**config.mk**
```make
export PLATFORM = sky130hd
export DESIGN_NAME = sdu_dump_engine_flat
export DESIGN_NICKNAME = d
export VERILOG_FILES = /design/src/rtl/sdu_dump_engine_if.sv /design/src/rtl/sdu_dump_engine.sv /design/src/flat_wrapper.sv
export SDC_FILE = /design/constraint.sdc
export NUM_CORES = 1
export LEC_CHECK = 0
export ABC_AREA = 1
export CAP_MARGIN = 40
export CORE_AREA = 2 2 185 187
export DETAILED_ROUTE_END_ITERATION = 8
export DIE_AREA = 0 0 187 189
export HOLD_SLACK_MARGIN = 0.02
export SETUP_SLACK_MARGIN = 0.3
export SYNTH_ARGS = -nofsm -noshare
export SYNTH_HDL_FRONTEND = slang
export SYNTH_SLANG_ARGS = --single-unit
```
**constraint.sdc**
```tcl
create_clock -name clk -period 2.19 [get_ports clk]
set_clock_uncertainty 0.15 [all_clocks]
set_input_delay 0.5475 -clock clk [delete_from_list [all_inputs] [get_ports clk]]
set_output_delay 0.5475 -clock clk [all_outputs]
set_load 0.02 [all_outputs]
```
**src/rtl/sdu_dump_engine_if.sv**
```systemverilog
// Command, debug-memory and UART byte-stream signals of the dump engine.
// The master modport is the engine's view; the slave modport is the surrounding system's view.
interface sdu_dump_engine_if #(
    parameter int CNT_W = 16
);
    logic             start;
    logic [1:0]       sel;
    logic [31:0]      base_addr;
    logic [CNT_W-1:0] count;
    logic [31:0]      addr;
    logic [31:0]      dout_dm;
    logic [31:0]      dout_im;
    logic [7:0]       tx_data;
    logic             tx_valid;
    logic             tx_ready;
    logic             busy;
    logic             done;

    modport master (
        input  start, sel, base_addr, count, dout_dm, dout_im, tx_ready,
        output addr, tx_data, tx_valid, busy, done
    );

    modport slave (
        output start, sel, base_addr, count, dout_dm, dout_im, tx_ready,
        input  addr, tx_data, tx_valid, busy, done
    );
endinterface

```
**src/rtl/sdu_dump_engine.sv**
```systemverilog
// Serial debug unit dump engine: prints CPU debug words or a memory range as
// ASCII hex lines (8 digits + CR + LF per word) on a valid/ready byte stream.
module sdu_dump_engine #(
    parameter int CNT_W     = 16,
    parameter bit HEX_UPPER = 1'b1
) (
    input  logic                clk,
    input  logic                rstn,
    sdu_dump_engine_if.master   bus,
    input  logic [31:0]         pc_chk,
    input  logic [31:0]         npc,
    input  logic [31:0]         pc,
    input  logic [31:0]         IR,
    input  logic [31:0]         CTL,
    input  logic [31:0]         A,
    input  logic [31:0]         B,
    input  logic [31:0]         Y,
    input  logic [31:0]         MDR,
    input  logic [31:0]         IMM
);
    typedef enum logic [2:0] {IDLE, LOAD, HEX, CR, LF, FIN} state_t;

    state_t           state, state_nxt;
    logic [1:0]       sel_q, sel_d;
    logic [31:0]      addr_q, addr_d;
    logic [31:0]      shreg_q, shreg_d;
    logic [CNT_W-1:0] remaining_q, remaining_d;
    logic [3:0]       word_idx_q, word_idx_d;
    logic [2:0]       nib_q, nib_d;
    logic [7:0]       tx_data_q, tx_data_d;
    logic             tx_valid_q, tx_valid_d;
    logic             busy_q, busy_d;
    logic             done_q, done_d;
    logic [31:0]      word_in;
    logic             handshake;
    logic             accept;

    function automatic logic [7:0] hex_char(input logic [3:0] n);
        if (n < 4'd10)
            return 8'h30 + {4'h0, n};
        return (HEX_UPPER ? 8'h41 : 8'h61) + {4'h0, n} - 8'd10;
    endfunction

    assign handshake = tx_valid_q & bus.tx_ready;
    assign accept    = bus.start && (bus.sel != 2'd3);

    always_comb begin
        word_in = 32'h0;
        case (sel_q)
            2'd1:    word_in = bus.dout_dm;
            2'd2:    word_in = bus.dout_im;
            default: begin
                case (word_idx_q)
                    4'd0:    word_in = pc_chk;
                    4'd1:    word_in = npc;
                    4'd2:    word_in = pc;
                    4'd3:    word_in = IR;
                    4'd4:    word_in = CTL;
                    4'd5:    word_in = A;
                    4'd6:    word_in = B;
                    4'd7:    word_in = Y;
                    4'd8:    word_in = MDR;
                    4'd9:    word_in = IMM;
                    default: word_in = 32'h0;
                endcase
            end
        endcase
    end

    always_ff @(posedge clk) begin
        if (!rstn) begin
            state       <= IDLE;
            sel_q       <= 2'd0;
            addr_q      <= 32'h0;
            shreg_q     <= 32'h0;
            remaining_q <= '0;
            word_idx_q  <= 4'd0;
            nib_q       <= 3'd0;
            tx_data_q   <= 8'h0;
            tx_valid_q  <= 1'b0;
            busy_q      <= 1'b0;
            done_q      <= 1'b0;
        end else begin
            state       <= state_nxt;
            sel_q       <= sel_d;
            addr_q      <= addr_d;
            shreg_q     <= shreg_d;
            remaining_q <= remaining_d;
            word_idx_q  <= word_idx_d;
            nib_q       <= nib_d;
            tx_data_q   <= tx_data_d;
            tx_valid_q  <= tx_valid_d;
            busy_q      <= busy_d;
            done_q      <= done_d;
        end
    end

    always_comb begin
        state_nxt = state;
        case (state)
            IDLE: if (accept)
                      state_nxt = (bus.sel != 2'd0 && bus.count == '0) ? FIN : LOAD;
            LOAD: state_nxt = HEX;
            HEX:  if (handshake && nib_q == 3'd7) state_nxt = CR;
            CR:   if (handshake) state_nxt = LF;
            LF:   if (handshake) state_nxt = (remaining_q == CNT_W'(1)) ? FIN : LOAD;
            FIN:  state_nxt = IDLE;
            default: state_nxt = IDLE;
        endcase
    end

    // Registered outputs: the next byte is prepared one cycle ahead so tx_data stays stable under stall.
    always_comb begin
        sel_d       = sel_q;
        addr_d      = addr_q;
        shreg_d     = shreg_q;
        remaining_d = remaining_q;
        word_idx_d  = word_idx_q;
        nib_d       = nib_q;
        tx_data_d   = tx_data_q;
        tx_valid_d  = tx_valid_q;
        busy_d      = busy_q;
        done_d      = 1'b0;
        case (state)
            IDLE: if (accept) begin
                sel_d       = bus.sel;
                addr_d      = bus.base_addr;
                remaining_d = (bus.sel == 2'd0) ? CNT_W'(10) : bus.count;
                word_idx_d  = 4'd0;
                busy_d      = 1'b1;
            end
            LOAD: begin
                shreg_d    = word_in;
                nib_d      = 3'd0;
                tx_valid_d = 1'b1;
                tx_data_d  = hex_char(word_in[31:28]);
            end
            HEX: if (handshake) begin
                if (nib_q == 3'd7) begin
                    tx_data_d = 8'h0D;
                end else begin
                    nib_d     = nib_q + 3'd1;
                    shreg_d   = shreg_q << 4;
                    tx_data_d = hex_char(shreg_q[27:24]);
                end
            end
            CR: if (handshake) tx_data_d = 8'h0A;
            LF: if (handshake) begin
                remaining_d = remaining_q - CNT_W'(1);
                addr_d      = addr_q + 32'd1;
                word_idx_d  = word_idx_q + 4'd1;
                tx_valid_d  = 1'b0;
            end
            FIN: begin
                done_d     = 1'b1;
                busy_d     = 1'b0;
                tx_valid_d = 1'b0;
            end
            default: ;
        endcase
    end

    assign bus.addr     = addr_q;
    assign bus.tx_data  = tx_data_q;
    assign bus.tx_valid = tx_valid_q;
    assign bus.busy     = busy_q;
    assign bus.done     = done_q;
endmodule

```
**src/flat_wrapper.sv**
```systemverilog
// flat-port wrapper written by rule: the top's interface ports become plain ports
module sdu_dump_engine_flat 
#(
    parameter int CNT_W     = 16,
    parameter bit HEX_UPPER = 1'b1
)
  (clk, rstn, pc_chk, npc, pc, IR, CTL, A, B, Y, MDR, IMM, bus_start, bus_sel, bus_base_addr, bus_count, bus_dout_dm, bus_dout_im, bus_tx_ready, bus_addr, bus_tx_data, bus_tx_valid, bus_busy, bus_done);
  sdu_dump_engine_if #(.CNT_W(CNT_W)) bus_i ();
  input  logic clk;
  input  logic rstn;
  input  logic [31:0] pc_chk;
  input  logic [31:0] npc;
  input  logic [31:0] pc;
  input  logic [31:0] IR;
  input  logic [31:0] CTL;
  input  logic [31:0] A;
  input  logic [31:0] B;
  input  logic [31:0] Y;
  input  logic [31:0] MDR;
  input  logic [31:0] IMM;
  input wire logic [$bits(bus_i.start)-1:0] bus_start;
  input wire logic [$bits(bus_i.sel)-1:0] bus_sel;
  input wire logic [$bits(bus_i.base_addr)-1:0] bus_base_addr;
  input wire logic [$bits(bus_i.count)-1:0] bus_count;
  input wire logic [$bits(bus_i.dout_dm)-1:0] bus_dout_dm;
  input wire logic [$bits(bus_i.dout_im)-1:0] bus_dout_im;
  input wire logic [$bits(bus_i.tx_ready)-1:0] bus_tx_ready;
  output wire logic [$bits(bus_i.addr)-1:0] bus_addr;
  output wire logic [$bits(bus_i.tx_data)-1:0] bus_tx_data;
  output wire logic [$bits(bus_i.tx_valid)-1:0] bus_tx_valid;
  output wire logic [$bits(bus_i.busy)-1:0] bus_busy;
  output wire logic [$bits(bus_i.done)-1:0] bus_done;
  assign bus_i.start = bus_start;
  assign bus_i.sel = bus_sel;
  assign bus_i.base_addr = bus_base_addr;
  assign bus_i.count = bus_count;
  assign bus_i.dout_dm = bus_dout_dm;
  assign bus_i.dout_im = bus_dout_im;
  assign bus_i.tx_ready = bus_tx_ready;
  assign bus_addr = bus_i.addr;
  assign bus_tx_data = bus_i.tx_data;
  assign bus_tx_valid = bus_i.tx_valid;
  assign bus_busy = bus_i.busy;
  assign bus_done = bus_i.done;
  sdu_dump_engine #(.CNT_W(CNT_W), .HEX_UPPER(HEX_UPPER)) u_core (.clk(clk), .rstn(rstn), .bus(bus_i), .pc_chk(pc_chk), .npc(npc), .pc(pc), .IR(IR), .CTL(CTL), .A(A), .B(B), .Y(Y), .MDR(MDR), .IMM(IMM));
endmodule
```
==> flow_summary.toml <==
[status]
status = "finished, violations left"
violations = "negative setup slack"

[die]
core_area_um2 = 33300
ioPinCount = 481
die_y_um = 189
design.die.area_um2 = 35300
initial_utilization_pct = 27.3
num_rows = 67
die_w_um = 187

[detailed_routing]
ant_nets = 0
drcViolationCount = 0
via_per_inst = 5.33
dr.pass1.iters = 5
wl_um = 64400
vias = 13900
drt_iter0_markers = 1168
wl_per_cell_um = 24.8

[global_routing]
grt_pass1_wl_um = 88300
grt_start_max_net_pins = 52
grt_overflow = 0
antenna_found_initial = 32
first_global_vias = 13100
track_usage_pct = 33.9

[critical_path]
required_ns = 2.28
start_kind = "flop"
end_kind = "flop"
slowest_delay_ns = 0.41
cp_num_buf_inv = 4
worstPathMaxFanout = 7
cpMaxStageDelayCell = "dfxtp_4"
crit_chain = "inv_4 > ha_4 > buf_12 > nand3_4 > buf_8 > buf_4 > o22ai_2 > a31oi_2 > nand3_2 > nand2_1 > nand3_1 > o21ai_1 > a21oi_1"
critPathKind = "flop to flop"
crit_family = "buffers and inverters"
cp.arrival_ns = 2.34

[clock_tree]
h-tree-depth = 3
clk_latency_ns = 0.36
clock-sinks = 98
cts.reportedPaths.clkPinSlew_ns = 0.07
cts_root_buf = "clkbuf_16"
clk_path_buf_depth = 2
numCtsBuffers = 9
cts_hold_buffers = 0
cts_tree = "built"

[timing]
slew_headroom_pct = 63.6
period_needed_ns = 2.24
rsz0062_at_grt = "yes"
fmax_mhz = 446
worst_slack_ns = -0.0539
whs_ns = 0.316
setup_violations = 15
drv_slew = 0
finalCritPeriodShare_pct = 102
max_slew.worst_pin.slew_ns = 0.546
finalHoldViolations = 0

[power_and_ir_drop]
power_mw = 14.2
ir_worst_vdd_v = 0.000750
power_leakage_nw = 7.67
power_density_nw_per_um2 = 780

[placement]
gp_congestion = 1.00
hpwl_um = 49800
portBuffers = 479
numPlacedInstances = 2478

[final_layout]
nets = 2578
stdcell_count = 2600
layout_commonest_cell = "clkdlybuf4s50_1"
syn2layout_area_growth_pct = 100
layout-drive-gt1-share_pct = 26.8
final_util_pct = 54.7
final_cell_mix = "432 x clkdlybuf4s50_1, 291 x nand2_1, 147 x nand3_1"

[synthesis]
yosysUniqueCellTypes = 53
synth_compound_area_share_pct = 26.3
synth_xor_area_share_pct = 1.06
ys_warn_count = 0
seq_area_frac_synth_pct = 21.6
synth-simple-area-share_pct = 35.6
synth_edf_count = 0
synth-seq-cells = 98
synth_nets = 1967
synthMuxAreaShare_pct = 0
yosys.area_share.adder_pct = 1.79
synthCells = 1516
async_flop_share_pct = 0
synth_area_um2 = 9100
synth_top_flop_cell = "dfxtp_1"
avgSynthCellArea_um2 = 6.00
synth_top_family_by_area = "simple AND/OR/NAND/NOR gates"

[min_path]
hp-class = "flop to flop"

[job]
maxCapViolCount = 0
final timing paths:
path | cells past startpoint | slack (ns) | endpoint | startpoint
max reg2reg | 13 | -0.05 | u_core.shreg_q[14] | u_core.word_idx_q[0]
max | 13 | -0.05 | u_core.shreg_q[14] | u_core.word_idx_q[0]
min reg2reg | 2 | 0.32 | u_core.shreg_q[0] | u_core.shreg_q[0]
min | 2 | 0.32 | u_core.shreg_q[0] | u_core.shreg_q[0]
registers in the layout (all words and copies together) (netlist names):
signal               cells
u_core.bus.tx_valid      1
u_core.sel_q             2
u_core.state             3
u_core.bus.tx_data       7
u_core.bus.done          1
u_core.bus.busy          1
u_core.remaining_q      16
u_core.shreg_q          28
u_core.nib_q             3
u_core.word_idx_q        4
u_core.bus.addr         32
cell families after synthesis:
kind of cell / count (synthesis)
buffers and inverters: 276
DFF: 98
adders and majority gates: 13
AOI/OAI and AO/OA: 399
other: 1
xor gates and xnor gates: 11
and+or+nand+nor: 718
metrics by stage:
stage / setup WS [ns] / TNS [ns] / area [um2]
CTS: -0.0623 / -0.236 / 16700
global route: -0.167 / -2.43 / 18200
finish: -0.0539 / -0.364 / 18200
floorplan: 0.160 / 0 / 9170
detailed placement: -0.558 / -27.11 / 15200
global placement: -0.432 / -24.17 / 15200
per-layer routing:
metal | global-route usage (%) | share of wire, %
met1 | 43.0 | 41
met2 | 53.1 | 44
met3 | 12.9 | 11
met4 | 10.7 | 3.4
met5 | 0 | 0.17
where the power goes:
part / internal, mW / switching, mW
combinational: 4.29 / 4.85
clock: 1.07 / 0.768
sequential: 2.54 / 0.685
cells in the mapped netlist, types with 6 or more instances:
cell | instances | area (um2)
a211oi_1 | 24 | 180
a21oi_1 | 118 | 591
a221oi_1 | 8 | 70.1
a22o_1 | 31 | 272
a31oi_1 | 21 | 131
buf_1 | 8 | 30.0
buf_2 | 34 | 170
buf_4 | 11 | 82.6
buf_6 | 16 | 180
clkbuf_1 | 28 | 105
dfxtp_1 | 98 | 1960
ha_1 | 13 | 163
inv_1 | 165 | 619
inv_2 | 11 | 41.3
nand2_1 | 340 | 1280
nand3_1 | 171 | 856
nand4_1 | 27 | 169
nor2_1 | 106 | 398
nor2_2 | 9 | 56.3
nor2_4 | 6 | 67.6
nor3_1 | 21 | 105
nor4_1 | 8 | 50.1
o211ai_1 | 12 | 90.1
o21ai_0 | 97 | 485
o21ai_1 | 45 | 225
o22ai_1 | 22 | 138
or2_2 | 8 | 50.1
xor2_1 | 7 | 61.3
worst min-delay path, delay by kind of cell (launching register included):
family	cells	cell delay [ns]
flip-flops	1	0.31
AND/OR/NAND/NOR	1	0.06
AO/OA/AOI/OAI	1	0.05
cell type report:
type | instances | area, um2
clock inverter | 5 | 85.1
tap | 448 | 561
clock buffer | 11 | 253
fill | 3227 | 15100
inverter | 179 | 698
antenna | 20 | 50.0
timing repair buffer | 697 | 7310
multi-input combinational | 1142 | 7210
sequential | 98 | 2040
timing repair:
action,in CTS,in global routing
cloned,10,6
buffers inserted,33,37
pin swaps,66,100
setup endpoints to repair,132,92
resized for setup,236,290
Note: power is estimated with default switching activity, not from simulation.
